`config.mk`:
```
export PLATFORM = sky130hd
export DESIGN_NAME = prm_voxel_feeder
export DESIGN_NICKNAME = d
export VERILOG_FILES = /design/src/rtl/prm_voxel_feeder.sv
export SDC_FILE = /design/constraint.sdc
export NUM_CORES = 2
export LEC_CHECK = 0
export CAP_MARGIN = 20
export CELL_PAD_IN_SITES_DETAIL_PLACEMENT = 1
export CELL_PAD_IN_SITES_GLOBAL_PLACEMENT = 2
export CORE_MARGIN = 5
export CORE_UTILIZATION = 46
export DETAILED_ROUTE_END_ITERATION = 12
export DONT_BUFFER_PORTS = 1
export PLACE_DENSITY = 0.74
export SETUP_SLACK_MARGIN = 0.02
export SYNTH_ARGS = -nofsm -noshare
export SYNTH_HDL_FRONTEND = slang
export SYNTH_SLANG_ARGS = --single-unit
```
`constraint.sdc`:
```
create_clock -name CLK -period 2.85 [get_ports CLK]
set_input_delay 0.57 -clock CLK [delete_from_list [all_inputs] [get_ports CLK]]
set_output_delay 0.57 -clock CLK [all_outputs]
set_load 0.02 [all_outputs]
```
`src/rtl/prm_voxel_feeder.sv`:
```
// -----------------------------------------------------------------------------
// prm_voxel_feeder
//
// Upstream stage of the PRM edge-collision checker. Keeps a writable list of
// occupied obstacle voxels (packed {x,y,z}) and, on start, plays every voxel
// to the checker once for each of the eight edge-mask partitions (sel1 0..7).
// Each coordinate is held stable for SETTLE cycles. sample_strb marks the
// cycle in which the checker result for that voxel/partition may be captured.
//
// Handshake: there is no backpressure. A sweep is requested by a one-cycle
// start pulse while busy = 0. Results are qualified by sample_strb alone.
// abort cancels a running sweep on the next edge and produces no done pulse.
//
// Ports:
//   CLK, RST      clock, synchronous active-high reset
//   wr_en/addr/data  voxel list write port (ignored while busy)
//   num_voxels    number of voxels to sweep, clamped to 2**AW, sampled on start
//   start, abort  sweep control
//   busy          sweep in progress (FETCH, WAIT, DONE)
//   done          one-cycle pulse after the final sample
//   xyzInput      coordinate presented to the checker
//   xyz_valid     xyzInput holds the current voxel
//   sel1          current partition index
//   sample_strb   checker output settled for current voxel/partition
//   last_strb     sample_strb of the final voxel of the final partition
// -----------------------------------------------------------------------------
module prm_voxel_feeder #(
    parameter int XW     = 4,
    parameter int YW     = 5,
    parameter int ZW     = 5,
    parameter int AW     = 8,
    parameter int SETTLE = 2
) (
    input  logic                  CLK,
    input  logic                  RST,
    input  logic                  wr_en,
    input  logic [AW-1:0]         wr_addr,
    input  logic [XW+YW+ZW-1:0]   wr_data,
    input  logic [AW:0]           num_voxels,
    input  logic                  start,
    input  logic                  abort,
    output logic                  busy,
    output logic                  done,
    output logic [XW+YW+ZW-1:0]   xyzInput,
    output logic                  xyz_valid,
    output logic [2:0]            sel1,
    output logic                  sample_strb,
    output logic                  last_strb
);

    localparam int VW = XW + YW + ZW;
    localparam int DEPTH = 2 ** AW;
    localparam logic [AW:0] DEPTH_N = (AW + 1)'(DEPTH);
    localparam logic [3:0] SETTLE_LAST = 4'(SETTLE - 1);

    typedef enum logic [1:0] {
        S_IDLE  = 2'd0,
        S_FETCH = 2'd1,
        S_WAIT  = 2'd2,
        S_DONE  = 2'd3
    } state_t;

    // state is kept as a named signal so checkers can bind to it directly
    state_t state;
    state_t state_nxt;

    logic [VW-1:0] mem [DEPTH];

    logic [AW:0]   n_q;
    logic [AW-1:0] idx_q;
    logic [2:0]    part_q;
    logic [3:0]    cnt_q;
    logic [VW-1:0] xyz_q;

    logic [AW:0]   n_clamped;
    logic [AW:0]   n_last;
    logic          start_ok;
    logic          idx_last;
    logic          part_last;
    logic          wait_end;

    assign n_clamped = (num_voxels > DEPTH_N) ? DEPTH_N : num_voxels;
    assign n_last    = n_q - 1'b1;
    assign start_ok  = start && !abort;
    assign idx_last  = ({1'b0, idx_q} == n_last);
    assign part_last = (part_q == 3'd7);
    assign wait_end  = (state == S_WAIT) && (cnt_q == SETTLE_LAST);

    // ---------------------------------------------------------------- list RAM
    // Writes are refused while a sweep is running so the list seen by one
    // sweep is consistent from its first voxel to its last.
    always_ff @(posedge CLK) begin
        if (wr_en && !busy) begin
            mem[wr_addr] <= wr_data;
        end
    end

    // ---------------------------------------------------------- state register
    always_ff @(posedge CLK) begin
        if (RST) begin
            state <= S_IDLE;
        end else begin
            state <= state_nxt;
        end
    end

    // ------------------------------------------------------------- next state
    always_comb begin
        state_nxt = state;
        case (state)
            S_IDLE: begin
                if (start_ok) begin
                    state_nxt = (n_clamped == '0) ? S_DONE : S_FETCH;
                end
            end
            S_FETCH: begin
                state_nxt = abort ? S_IDLE : S_WAIT;
            end
            S_WAIT: begin
                if (abort) begin
                    state_nxt = S_IDLE;
                end else if (wait_end) begin
                    state_nxt = (idx_last && part_last) ? S_DONE : S_FETCH;
                end
            end
            S_DONE: begin
                state_nxt = S_IDLE;
            end
            default: begin
                state_nxt = S_IDLE;
            end
        endcase
    end

    // ---------------------------------------------------------------- outputs
    always_comb begin
        busy        = (state != S_IDLE);
        done        = (state == S_DONE);
        xyz_valid   = (state == S_WAIT);
        sample_strb = wait_end;
        last_strb   = wait_end && idx_last && part_last;
        sel1        = part_q;
        xyzInput    = xyz_q;
    end

    // --------------------------------------------------------------- datapath
    // xyz_q is the synchronous read register of the list: it loads once at the
    // FETCH->WAIT edge and then holds through the whole settle window.
    // part/idx advance only when a sample completes without abort, so they
    // never run past N-1 and 7.
    always_ff @(posedge CLK) begin
        if (RST) begin
            n_q    <= '0;
            idx_q  <= '0;
            part_q <= '0;
            cnt_q  <= '0;
            xyz_q  <= '0;
        end else begin
            case (state)
                S_IDLE: begin
                    if (start_ok) begin
                        n_q    <= n_clamped;
                        idx_q  <= '0;
                        part_q <= '0;
                    end
                end
                S_FETCH: begin
                    cnt_q <= '0;
                    xyz_q <= mem[idx_q];
                end
                S_WAIT: begin
                    if (wait_end) begin
                        if (!abort) begin
                            if (idx_last) begin
                                if (!part_last) begin
                                    part_q <= part_q + 3'd1;
                                    idx_q  <= '0;
                                end
                            end else begin
                                idx_q <= idx_q + 1'b1;
                            end
                        end
                    end else begin
                        cnt_q <= cnt_q + 4'd1;
                    end
                end
                default: begin
                end
            endcase
        end
    end

endmodule

```
After elaboration in Yosys (flattened, before gate mapping)
Memory sizes are Yosys's and may differ from the RTL's. A register that Yosys moved wholly into a read port is not among the register bits. Cells that the tools add are included.

Register bits: 26. Bits in latches: 0. RAM bits: 3584. Memory bits (read-only): 0. Bits of input ports: 36. Output and inout port bits: 22. Word-level logic and storage cells: 67. Memories: 1.

Add/subtract/negate cells: 4. Multipliers: 0. Div/mod/pow operators: 0. $lt $le $gt $ge: 1. Eq/ne operators: 14. Shift-type cells: 0. Multiplexer cells: 24. Bitwise logic cells: 0. Reductions and logical operators: 18.

Memory list: mem (depth 256, bits a word 14, read ports 1, clocked after Yosys merged registers in 1, wr ports 1, line 67) `logic [VW-1:0] mem [DEPTH];`.

Operators with widths (number): 2-to-1 mux 8 bit (5); case mux 8 bit (2 select lines) (1); 2-to-1 mux 3 bit (5); 2-to-1 mux 2 bit (6); equality test 8 x 9 -> 1 bit (1); greater-than comparator 9 bit (second input constant) (1); logical NOT 9 bit (1); 2-to-1 mux 9 bit (1); subtractor 9 x 1 -> 9 bit (second input constant) (1); adder 8 x 1 -> 8 bit (second input constant) (1); inequality test 2 bit (second input constant) (4); case mux 2 bit (4 select lines) (1); case mux 4 bit (2 select lines) (1); logical AND 1 bit (6); case mux 3 bit (2 select lines) (1); AND reduction 2 bit (3); AND reduction 6 bit (1); nonzero test 2 bit (3); AND reduction 5 bit (1); adder 4 x 1 -> 4 bit (second input constant) (1); equality test 2 bit (second input constant) (2); equality test 4 x 1 -> 1 bit (second input constant) (1); 2-to-1 mux 4 bit (1); inequality test 2 x 1 -> 1 bit (second input constant) (2); 8 further kinds (10).

Depth between registers and ports, before layout
Depth in word-level cells: 7. Gate-level depth with buffers: 13.

Least setup slack after synthesis
No wires, ideal clock.

Path type: register to register. From: register state[1]. To: memory mem[163][0] (netlist name), enable pin. Setup time: 0.384 ns. Data arrival time: 2.457 ns. Data required time: 2.466 ns. Path slack: 0.009 ns. Stages on the path, launching flop included: 8. Clock period less this slack: 2.841 ns. Cell sequence: dfxtp_1 > or2_2 > clkbuf_1 > nor2_1 > and2_1 > nand2_1 > clkbuf_1 > nor2_1.

Longest elaborated chain between the ends: 5.

Ends and longest elaborated chain: start, declared (line 64) `state_t state;`; start signal, assigned (line 103) `state <= state_nxt;`; nonzero test 2 bit (line 137) `busy = (state != S_IDLE);`; net busy (line 42) `output logic busy,`; logical NOT 1 bit (line 93) `if (wr_en && !busy) begin`; logical AND 1 bit (line 93); 2-to-1 mux 1 bit (line 93); 2-to-1 mux 1 bit (implied by the code) (line 94) `mem[wr_addr] <= wr_data;`; end, declared (line 67).

The timed path passes the listed nets, and every way through them passes these cells.

Final worst setup path
From: register idx_q[4]. To: output port last_strb.

Longest elaborated chain between the ends: 3.

Ends and longest elaborated chain: start, declared (line 70) `logic [AW-1:0] idx_q;`; start signal, assigned (line 180) `idx_q <= idx_q + 1'b1;`; equality test 8 x 9 -> 1 bit (line 85) `assign idx_last = ({1'b0, idx_q} == n_last);`; logical AND 1 bit (2 in series) (line 141) `last_strb = wait_end && idx_last && part_last;`; end, declared (line 48) `output logic last_strb`.

Every way passes these cells.

==> summary.txt <==
Timing
  – Worst-Margin Slew: 1.32 ns
  – Final Setup Violations: 15
  – PnR worst setup slack: -0.712 ns
  – Tmin final: 3.56 ns
  – Rel. slew slack: 11.7%
  – Clk_skew: 0.0646 ns
  – Period utilization: 125%
  – Fmax achieved: 0.281 GHz
  – Hold Vio Cnt, Final: 0
  – Fin. max-slew vios: 0
  – RSZ-0062 raised after global routing: true

Logic synthesis
  – Synth Cell Area: 0.140 mm2
  – YS warnings: 0
  – Fraction of registers with async set/reset: 0%
  – Distinct cells, synth: 80
  – Most frequent cell after synthesis: edfxtp_1
  – Yosys top cell area share: 76.9%
  – Yosys reg bits: 3,624
  – Number of flops mapped to enable cells by yosys: 3,584
  – Syn_area_per_cell: 21.5 um2
  – Top post-synthesis cells by area: edfxtp_1 77%, mux4_2 13%, mux2i_1 2.6%
  – Synthesized instance count: 6,504
  – Post-synth top cells: 3,584 x edfxtp_1, 808 x mux4_2, 364 x mux2i_1
  – Cell taking the most area after synthesis: edfxtp_1
  – Syn_nets: 6,546
  – Synth Flop Type: edfxtp_1
  – Sequential fraction of the synthesis area: 77.5%

Detailed routing
  – Routed wire length: 467,000 um
  – Vias: 77,600
  – First-pass DRT Iterations: 6
  – Vias per std cell: 6.40
  – Drt drc: 0
  – DR WL/cell: 38.5 um
  – Post-route ant nets: 0
  – Initial DRC count: 12,200

Min path
  – Worst min-delay path class: in2reg

Power and ir drop
  – Leakage power: 54.8 nW
  – Sw frac: 21.4%
  – Maximum VDD drop: 0.000480 V
  – Clock network power share: 43.1%
  – Int Pwr: 88.4 mW
  – Sequential share of power: 52.2%
  – Pwr per Cell Area: 654 mW/mm2
  – Combinational share of power: 4.7%
  – Switching power: 24.1 mW

Cells and area
  – P&R area growth vs syn: 22.9%
  – Final core utilization: 56.8%
  – Share of layout cells above drive strength 1: 36.2%
  – Fillers: 25,700
  – NumNets Final: 7,865

Critical path
  – CP max FO: 6
  – Crit path buffers/inverters: 2
  – Startpoint Class: register
  – Worst path max stage delay: 0.60 ns
  – Setup CP Type: reg2out
  – Crit path max-delay cell type: or4_4
  – Arr. time, crit path: 2.99 ns
  – WP data required: 2.28 ns
  – Crit path max-delay family: simple AND/OR/NAND/NOR gates
  – CP cell instances: clkinv_2 -> or4_4 -> a2111oi_4 -> nand2_2 -> nor2_4 -> buf_6
  – Setup crit end kind: primary output

Placed design
  – Post-DP HPWL: 269,000 um
  – Pre-CTS setup slack: -0.998 ns
  – Port Buffer Count: 0
  – Gpl congestion: 0.876

Clocking
  – CTS max path bufs: 4
  – CTS tree: done
  – H-tree depth: 5
  – Clock slew at reported path FFs: 0.07 ns
  – Later-pin clock latency in the skew report: 0.97 ns
  – Root buffer cell: clkbuf_16
  – Clk sink count: 3,624
  – CTS Buf Count: 372

Global routing
  – Congestion Overflow GR: 0
  – Vias in the first global route: 78,200
  – GRT Total Usage: 28.9%
  – First-pass GRT wire length: 640,000 um
  – Initial antenna violation count: 29
  – Pin count of the biggest net entering global routing: 257

Die
  – Initial Utilization: 46.2%
  – IO Pins: 58
  – Total die area: 0.315 mm2
  – Row count: 202
  – DIE HEIGHT: 561 um
  – Core box area: 0.303 mm2
  – Die W: 561 um

Status
  – Failing checks: negative setup slack
  – Status: finished, violations left

Run
  – Max-Cap Viols: 0
state kept, by name, summed over array words and instances (netlist names):
signal	flops
state	2
idx_q	8
sel1	3
mem	3584
n_q	9
cnt_q	4
xyzInput	14
area by class of cell:
type                            instances  area [um2]  area share (%)
Clock buffer                          466        9820            5.71
Sequential cell                      3624      108000            63.1
Timing Repair Buffer                 1331       15300            8.91
Inverter                               18        82.6          0.0480
Clock inverter                        218        2130            1.24
Tap cell                             3978        4980            2.89
Antenna cell                           11        27.5          0.0160
Multi-Input combinational cell       2476       31200            18.1
power by group through the flow:
| stage | Sequential (mW) | Clock [mW] | Combinational [mW] |
|---|---|---|---|
| 3_5_place_dp | 59.8 | 0 | 3.26 |
| 6_report | 58.7 | 48.5 | 5.32 |
| 5_1_grt | 58.6 | 51.5 | 5.49 |
| 3_3_place_gp | 59.8 | 0 | 3.21 |
| 2_1_floorplan | 59.8 | 0 | 2.01 |
| 4_1_cts | 58.7 | 48.9 | 4.80 |
cell usage in the layout, fill, tap and decap left out, types with 77 or more instances in the layout:
master	count
nand2_1	148
clkbuf_16	385
mux2i_1	356
nor2_1	316
buf_12	285
edfxtp_1	3584
buf_4	894
mux4_2	808
clkbuf_1	85
a21oi_1	92
clkinv_1	77
routing by layer:
layer  share of wire [%]  vias to the layer above  GRT usage (%)  routed length (um)
li1                    -                    30100              -                   -
met1                  38                    41600           40.9              177000
met2                  47                     5006           44.6              218000
met3                  11                      868           5.97               51800
met4                 4.3                        4           11.3               20000
met5              0.0060                        -              0                  28
cells by family after synthesis:
logic type,share of synthesized area [%]
flops,77.5
simple gates,2.02
compound gates,3.12
buf+inv,1.53
fa+ha+maj,0.0537
mux,15.7
xor+xnor,0.0939
through the flow:
stage                     setup TNS, ns  cell area, um2  instances  hold WS, ns  power (mW)
after floorplan                       0          140000       6504        0.436        61.8
after global placement            -9.24          154000      11200        0.448        63.0
after detailed placement         -10.77          154000      11200        0.463        63.1
after CTS                         -6.33          170000      12000       -0.185         112
after global routing              -6.79          172000      12100      0.00737         116
final                             -6.21          172000      12100       0.0314         112
path summary, 6_finish.rpt:
check,start,end,slack [ns],cells past startpoint
setup / recovery,idx_q[4],last_strb,-0.71,6
setup reg to reg,idx_q[0],xyzInput[11],-0.55,14
hold / removal,wr_data[4],mem[190][4],0.03,1
hold reg to reg,n_q[8],n_q[8],0.47,2
timing repair:
action                                  in CTS  in global routing
setup buffers                               64                125
resized for setup                          286                212
gates cloned                                 9                  7
endpoints found under the setup margin     161                 67
pin swaps                                   58                 93
hold buffers                                60                  9
hold endpoints to repair                  1745                 63
Note: power is estimated with default switching activity, not from simulation.
